### config.mk
export PLATFORM = sky130hd
export DESIGN_NAME = fifo_wr_arbiter
export DESIGN_NICKNAME = d
export VERILOG_FILES = /design/src/rtl/fifo_pkg.sv /design/src/rtl/rr_pick.sv /design/src/rtl/fifo_wr_arbiter.sv
export SDC_FILE = /design/constraint.sdc
export NUM_CORES = 1
export LEC_CHECK = 0
export CAP_MARGIN = 10
export CORE_MARGIN = 2
export CORE_UTILIZATION = 40
export DETAILED_ROUTE_END_ITERATION = 10
export HOLD_SLACK_MARGIN = 0.03
export PLACE_DENSITY = 0.88
export SLEW_MARGIN = 20
export SYNTH_ARGS = -nofsm -noshare
export SYNTH_HDL_FRONTEND = slang
export SYNTH_SLANG_ARGS = --single-unit
### constraint.sdc
create_clock -name clk -period 3.9 [get_ports clk]
set_clock_uncertainty 0.2 [all_clocks]
set_input_delay 1.17 -clock clk [delete_from_list [all_inputs] [get_ports clk]]
set_output_delay 1.17 -clock clk [all_outputs]
set_load 0.1 [all_outputs]
### src/rtl/fifo_pkg.sv
// fifo_pkg: shared FIFO widths, burst limit and write-arbiter state encoding
package fifo_pkg;
    localparam int D_WIDTH_DEF   = 4;
    localparam int A_WIDTH_DEF   = 4;
    localparam int MAX_BURST_DEF = 4;
    typedef enum logic {IDLE = 1'b0, BURST = 1'b1} arb_state_e;
endpackage

### src/rtl/rr_pick.sv
// rr_pick: rotating-priority search for the first request after last
module rr_pick #(
    parameter int N = 4,
    parameter int W = $clog2(N)
) (
    input  logic [N-1:0] req,
    input  logic [W-1:0] last,
    output logic         valid,
    output logic [W-1:0] idx
);
    always_comb begin
        valid = |req;
        idx   = last;
        for (int k = N; k >= 1; k--)
            if (req[(int'(last) + k) % N]) idx = W'((int'(last) + k) % N);
    end
endmodule

### src/rtl/fifo_wr_arbiter.sv
// fifo_wr_arbiter: round-robin, burst-limited sharing of the FIFO write port
import fifo_pkg::*;
module fifo_wr_arbiter #(
    parameter int N_REQ     = 4,
    parameter int D_WIDTH   = D_WIDTH_DEF,
    parameter int MAX_BURST = MAX_BURST_DEF,
    parameter int OW        = $clog2(N_REQ)
) (
    input  logic                       clk,
    input  logic                       rst_n,
    input  logic [N_REQ-1:0]           req,
    input  logic [N_REQ*D_WIDTH-1:0]   wdata_in,
    input  logic                       full,
    output logic [N_REQ-1:0]           ack,
    output logic                       fifo_winc,
    output logic [D_WIDTH-1:0]         fifo_wdata,
    output logic [OW-1:0]              owner,
    output logic                       busy
);
    arb_state_e    state_q, state_d;
    logic [OW-1:0] owner_q, owner_d, pick_idx;
    logic [3:0]    cnt_q, cnt_d;
    logic          pick_valid, accept;

    rr_pick #(.N(N_REQ), .W(OW)) u_pick (
        .req(req), .last(owner_q), .valid(pick_valid), .idx(pick_idx)
    );

    always_comb begin
        state_d    = state_q;
        owner_d    = owner_q;
        cnt_d      = cnt_q;
        ack        = '0;
        fifo_winc  = 1'b0;
        fifo_wdata = '0;
        accept     = (state_q == BURST) && req[owner_q] && !full;
        if (state_q == IDLE) begin
            if (pick_valid) begin
                owner_d = pick_idx;
                cnt_d   = '0;
                state_d = BURST;
            end
        end else begin
            fifo_wdata     = wdata_in[owner_q*D_WIDTH +: D_WIDTH];
            ack[owner_q]   = accept && rst_n;
            fifo_winc      = accept && rst_n;
            if (!req[owner_q]) state_d = IDLE;
            else if (accept) begin
                if (cnt_q == 4'(MAX_BURST - 1)) state_d = IDLE;
                else cnt_d = cnt_q + 4'd1;
            end
        end
    end

    always_ff @(posedge clk) begin
        if (!rst_n) begin
            state_q <= IDLE;
            owner_q <= OW'(N_REQ - 1);
            cnt_q   <= '0;
        end else begin
            state_q <= state_d;
            owner_q <= owner_d;
            cnt_q   <= cnt_d;
        end
    end

    assign owner = owner_q;
    assign busy  = (state_q == BURST) && rst_n;
endmodule

==> flow_metrics.tcl, run 1 <==
set metrics [dict create \
    status "completed" \
    ios 35 \
    clock_latency_ns 0.26 \
    dpl-instance-area_sq_mm 0.00129 \
    power_frac_seq_pct 17.3 \
    cts_max_path_buffers 2 \
    power_density_mw_per_mm2 383 \
    place_congestion 0.898 \
    comb_power_share_pct 69.2 \
    final_util_pct 75.0 \
    tightest_slew_ns 0.416 \
    fmax_mhz 261 \
    period_needed_ns 3.83 \
    n_antenna_cell 0 \
    finalInstanceArea_sq_mm 0.00132 \
    syn_nets 116 \
    num_vias 873 \
    switching_share_pct 47.7 \
    wl_per_cell_um 16.0 \
    worstPathRequired_ns 2.53 \
    hold_viol 0 \
    mostFrequentLayoutCells "clkdlybuf4s50_1 (18), buf_4 (12), buf_12 (10)" \
    syn2layout_area_growth_pct 72.2 \
    whs_ns 0.321 \
    final_common_cell "clkdlybuf4s50_1" \
    relSlewSlack_pct 72.0 \
    synth_edf_count 0 \
    intPower_uw 265 \
    setup_viol 0 \
    p_sw_uw 242 \
    ff2ff_path_depth 7 \
    cp-start-kind "input pin" \
    reg2reg_to "owner[1]" \
    die_w_um 47.8 \
    start_util_pct 43.5 \
    dp.cells 150 \
    cap_violations 0 \
    drtPass1Iterations 5 \
    synth_cell_types 38 \
    worstReg2RegStart "owner[0]" \
    grt_pass1_wl_um 3900 \
    io_buffers 34 \
    yosys_warnings 0 \
    synth_area_sq_um 768 \
    core_sq_mm 0.00176 \
    clock-sinks 7 \
    cp-end-kind "output port" \
    drc_errors 0 \
    arrival_ns 2.46 \
    critPathKind "input pin to output port" \
    grt_pass1_vias 846 \
    drv_slew 0 \
    hold_buffers 0 \
    yosysSeqAreaShare_pct 18.2 \
    async_flop_share_pct 0 \
    drtIter0Drc 18 \
    synthFlopType "dfxtp_1" \
    postSynthAreaPerCell_sq_um 8.73 \
    antenna_found_initial 0 \
    critPathLaunch "req[3]" \
    clockPowerShare_pct 13.4 \
    numCtsBuffers 3 \
    htree_levels 1 \
    root_buffer "clkbuf_4" \
    period_share_pct 98.2 \
    ir_drop_mv 0.203 \
    critical_path.endpoint "ack[2]" \
    power_leakage_uw 0.000543 \
    final_cells 155 \
    ys_ff_latch 7 \
    routed_wl_um 2480 \
    dp_hpwl_um 1970 \
    path_clk_slew_ns 0.05 \
    syn_inst 88 \
    fin_nets 159 \
    chipHeight_um 47.8 \
    dieArea_sq_mm 0.00229 \
    grt_setup_unrepaired "false" \
    reg2reg_slack_ns 1.61 \
    path_max_fanout 4 \
    num_rows 15 \
    cts_tree "done" \
    hp-class "register to register" \
    grt_max_degree 15 \
    post_drt_via_cell_ratio 5.63 \
    gr-total-overflow 0 \
    drive_gt1_share_pct 31.5 \
    drtAntennaViolNets 0 \
    track_usage_pct 24.1 \
]
## synth_stat cells, drive strengths merged, types with 2 or more instances
cell type	count	share of area (%)
and2	8	6.5
dfxtp	7	18
inv	6	2.9
mux4	6	18
ha	5	8.1
nand2	5	2.8
a21oi	4	2.6
clkbuf	4	2.3
nand3	4	2.6
mux2i	3	3.9
nor2	3	1.5
or3	3	2.4
a211oi	2	2.0
buf	2	1.6
nand2b	2	1.6
nand4	2	1.6
nor2b	2	1.6
o21a	2	2.0
o21ai	2	1.3
o22ai	2	2.4
## power by group through the flow
stage                     Combinational (uW)  Sequential [uW]  Clock, uW
after floorplan                          202              125          0
after global placement                   338             88.4          0
after detailed placement                 346             88.4          0
after CTS                                350             86.9       68.8
after global routing                     369             88.4       71.8
final                                    351             87.7       68.1
## worst max-delay path, cell delays in order
cell and delay (ns):
dlygate4sd2_1 0.26, mux4_2 0.50, and3b_4 0.21, and2_4 0.16
buf_12 0.16
## state kept, by name, indices dropped and copies added, names as in the netlist
register  count
cnt_q         4
owner         2
state_q       1
## stage by stage
stage          setup slack [ns]  TNS [ns]  total power, uW
2_1_floorplan           0.00170         0              327
3_3_place_gp             -0.129    -0.470              427
3_5_place_dp             -0.179    -0.668              435
4_1_cts                  0.0795         0              506
5_1_grt                  0.0505         0              530
6_report                 0.0684         0              506
## layout make-up
cell class / instances / area (sq um)
inverter: 6 / 22.5
clock buffer: 4 / 26.3
fill: 127 / 442
sequential: 7 / 140
tap: 25 / 31.3
timing repair buffer: 44 / 505
multi-input combinational: 69 / 597
## worst min-delay path by stage
stage,start,to,slack [ns],depth (start not counted)
after detailed placement,cnt_q[1],cnt_q[1],0.30,2
after global placement,cnt_q[1],cnt_q[1],0.28,2
final,cnt_q[1],cnt_q[1],0.32,2
after floorplan,cnt_q[2],cnt_q[2],0.26,2
after CTS,cnt_q[2],cnt_q[2],0.32,2
after global routing,cnt_q[2],cnt_q[2],0.34,2
## routing by layer
layer / up-vias / GRT usage [%] / wire length, um / share of wire (%)
li1: 414 / - / - / -
met2: 43 / 45.1 / 1300 / 52
met3: 8 / 4.53 / 128 / 5.2
met1: 408 / 27.1 / 998 / 40
met4: 0 / 8.11 / 51 / 2.1
met5: - / 0 / 0 / 0
## logic make-up (layout without fill, tap and decap cells)
group | count (synthesis) | after routing | share of synthesized area (%)
simple gates | 36 | 36 | 27.4
compound gates | 19 | 19 | 17.9
mux | 9 | 9 | 21.5
buf+inv | 12 | 54 | 6.84
flops | 7 | 7 | 18.2
fa+ha+maj | 5 | 5 | 8.14
## timing repair
action / 4_1_cts / 5_1_grt
endpoints found under the setup margin: 4 / 0
setup buffers: 1 / 0
resized for setup: 4 / 0
(Power assumes the default switching activity.)
==> inputs of run 2 (changes only) <==
==> constraint.sdc (replaced) <==
create_clock -name clk -period 4.4 [get_ports clk]
set_clock_uncertainty 0.2 [all_clocks]
set_input_delay 1.32 -clock clk [delete_from_list [all_inputs] [get_ports clk]]
set_output_delay 1.32 -clock clk [all_outputs]
set_load 0.1 [all_outputs]
==> run 2 against run 1 <==
Compared with the run above: core utilization decreased by 0.57 points; die area unchanged; count of clock-buffer cells in the layout unchanged; largest cell class unchanged; largest power group unchanged.
==> flow_metrics.tcl, run 2 (synthesis gave the netlist of run 1 again) <==
set metrics [dict create \
    timing.setup.tns_ns 0 \
    setup_viol 0 \
    antenna_found_initial 0 \
    drive_gt1_share_pct 30.5 \
    drtAntennaViolNets 0 \
    hold_viol 0 \
    dpl-instance-area_sq_mm 0.00129 \
    grt_pass1_wl_um 3840 \
    routed_wl_um 2480 \
    path_max_fanout 4 \
    cap_violations 0 \
    num_vias 885 \
    relSlewSlack_pct 61.6 \
    final_common_cell "clkdlybuf4s50_1" \
    numCtsBuffers 3 \
    grt_max_degree 16 \
    clockPowerShare_pct 13.7 \
    final_util_pct 74.4 \
    power_density_mw_per_mm2 337 \
    fin_nets 157 \
    dp_hpwl_um 1970 \
    tightest_slew_ns 0.575 \
    path_clk_slew_ns 0.05 \
    intPower_uw 231 \
    power_frac_seq_pct 19.2 \
    grt_pass1_vias 844 \
    p_sw_uw 211 \
    final_cells 153 \
    ir_drop_mv 0.200 \
    critPathKind "input pin to output port" \
    largest_register_ffs 4 \
    ios 35 \
    multi_input_area_sq_um 597 \
    status "completed" \
    track_usage_pct 23.7 \
    met3_length_um 175 \
    place_congestion 0.836 \
    chipHeight_um 47.8 \
    drc_errors 0 \
    power_leakage_uw 0.000529 \
    dp.cells 149 \
    fill_cells 124 \
    cp-end-kind "output port" \
    period_share_pct 97.5 \
    cts_resized 0 \
    clock_latency_ns 0.26 \
    start_util_pct 43.5 \
    gr-total-overflow 0 \
    dieArea_sq_mm 0.00229 \
    drtPass1Iterations 4 \
    htree_levels 1 \
    wl_per_cell_um 16.2 \
    drtIter0Drc 32 \
    root_buffer "clkbuf_4" \
    hold_buffers 0 \
    period_needed_ns 4.29 \
    comb_power_share_pct 67.1 \
    fmax_mhz 233 \
    cp-start-kind "input pin" \
    drv_slew 0 \
    clock-sinks 7 \
    n_antenna_cell 0 \
    cts_tree "done" \
    finalInstanceArea_sq_mm 0.00131 \
    switching_share_pct 47.8 \
    regMostFlops "cnt_q" \
    grt_setup_unrepaired "false" \
    top_layer "met4" \
    wl_met2_um 1360 \
    syn2layout_area_growth_pct 70.8 \
    core_sq_mm 0.00176 \
    arrival_ns 2.77 \
    die_w_um 47.8 \
    post_cts_buffers 0 \
    num_rows 15 \
    hp-class "register to register" \
    io_buffers 34 \
    wl_met1_um 915 \
    post_drt_via_cell_ratio 5.78 \
    worstPathRequired_ns 2.88 \
    mostFrequentLayoutCells "clkdlybuf4s50_1 (22), buf_12 (10), buf_4 (10)" \
    seqCellArea_sq_um 140 \
    cts_max_path_buffers 2 \
]
run 2: worst paths after layout:
path / end / startpoint / cells after the start / slack, ns
setup / recovery: ack[2] / req[1] / 5 / 0.11
hold / removal: cnt_q[1] / cnt_q[1] / 2 / 0.32
setup reg to reg: owner[0] / owner[1] / 6 / 2.00
hold reg to reg: cnt_q[1] / cnt_q[1] / 2 / 0.32
run 2: cell type report:
cell class	instances	area share (%)
clock buffers	4	2.00
flip-flops and latches	7	10.7
repair buffers	42	37.8
multi-input cells	69	45.5
inverters	6	1.72
well taps	25	2.38
run 2: through the flow:
step / hold WS (ns) / setup WS, ns / power [uW]
floorplan: 0.262 / 0.0597 / 289
global placement: 0.279 / 0.134 / 377
detailed placement: 0.299 / 0.112 / 383
CTS: 0.320 / 0.112 / 444
global route: 0.344 / 0.0489 / 465
finish: 0.323 / 0.109 / 443
run 2: power by group through the flow:
| stage | Sequential [uW] | Clock, uW | Combinational (uW) |
|---|---|---|---|
| finish | 85.1 | 60.7 | 297 |
| global placement | 85.6 | 0 | 291 |
| CTS | 84.8 | 62.1 | 297 |
| floorplan | 111 | 0 | 178 |
| global route | 86.0 | 65.7 | 313 |
| detailed placement | 86.1 | 0 | 297 |
run 2: layer usage:
layer / vias up / global-route usage (%)
met3: 4 / 4.15
met5: - / 0
li1: 408 / -
met4: 0 / 4.32
met2: 45 / 46.1
met1: 428 / 26.6
run 2: worst max-delay path: stages:
cell and delay [ns]:
clkdlybuf4s50_1 0.43, mux4_2 0.48, and3b_4 0.21, and2_4 0.16, buf_12 0.16
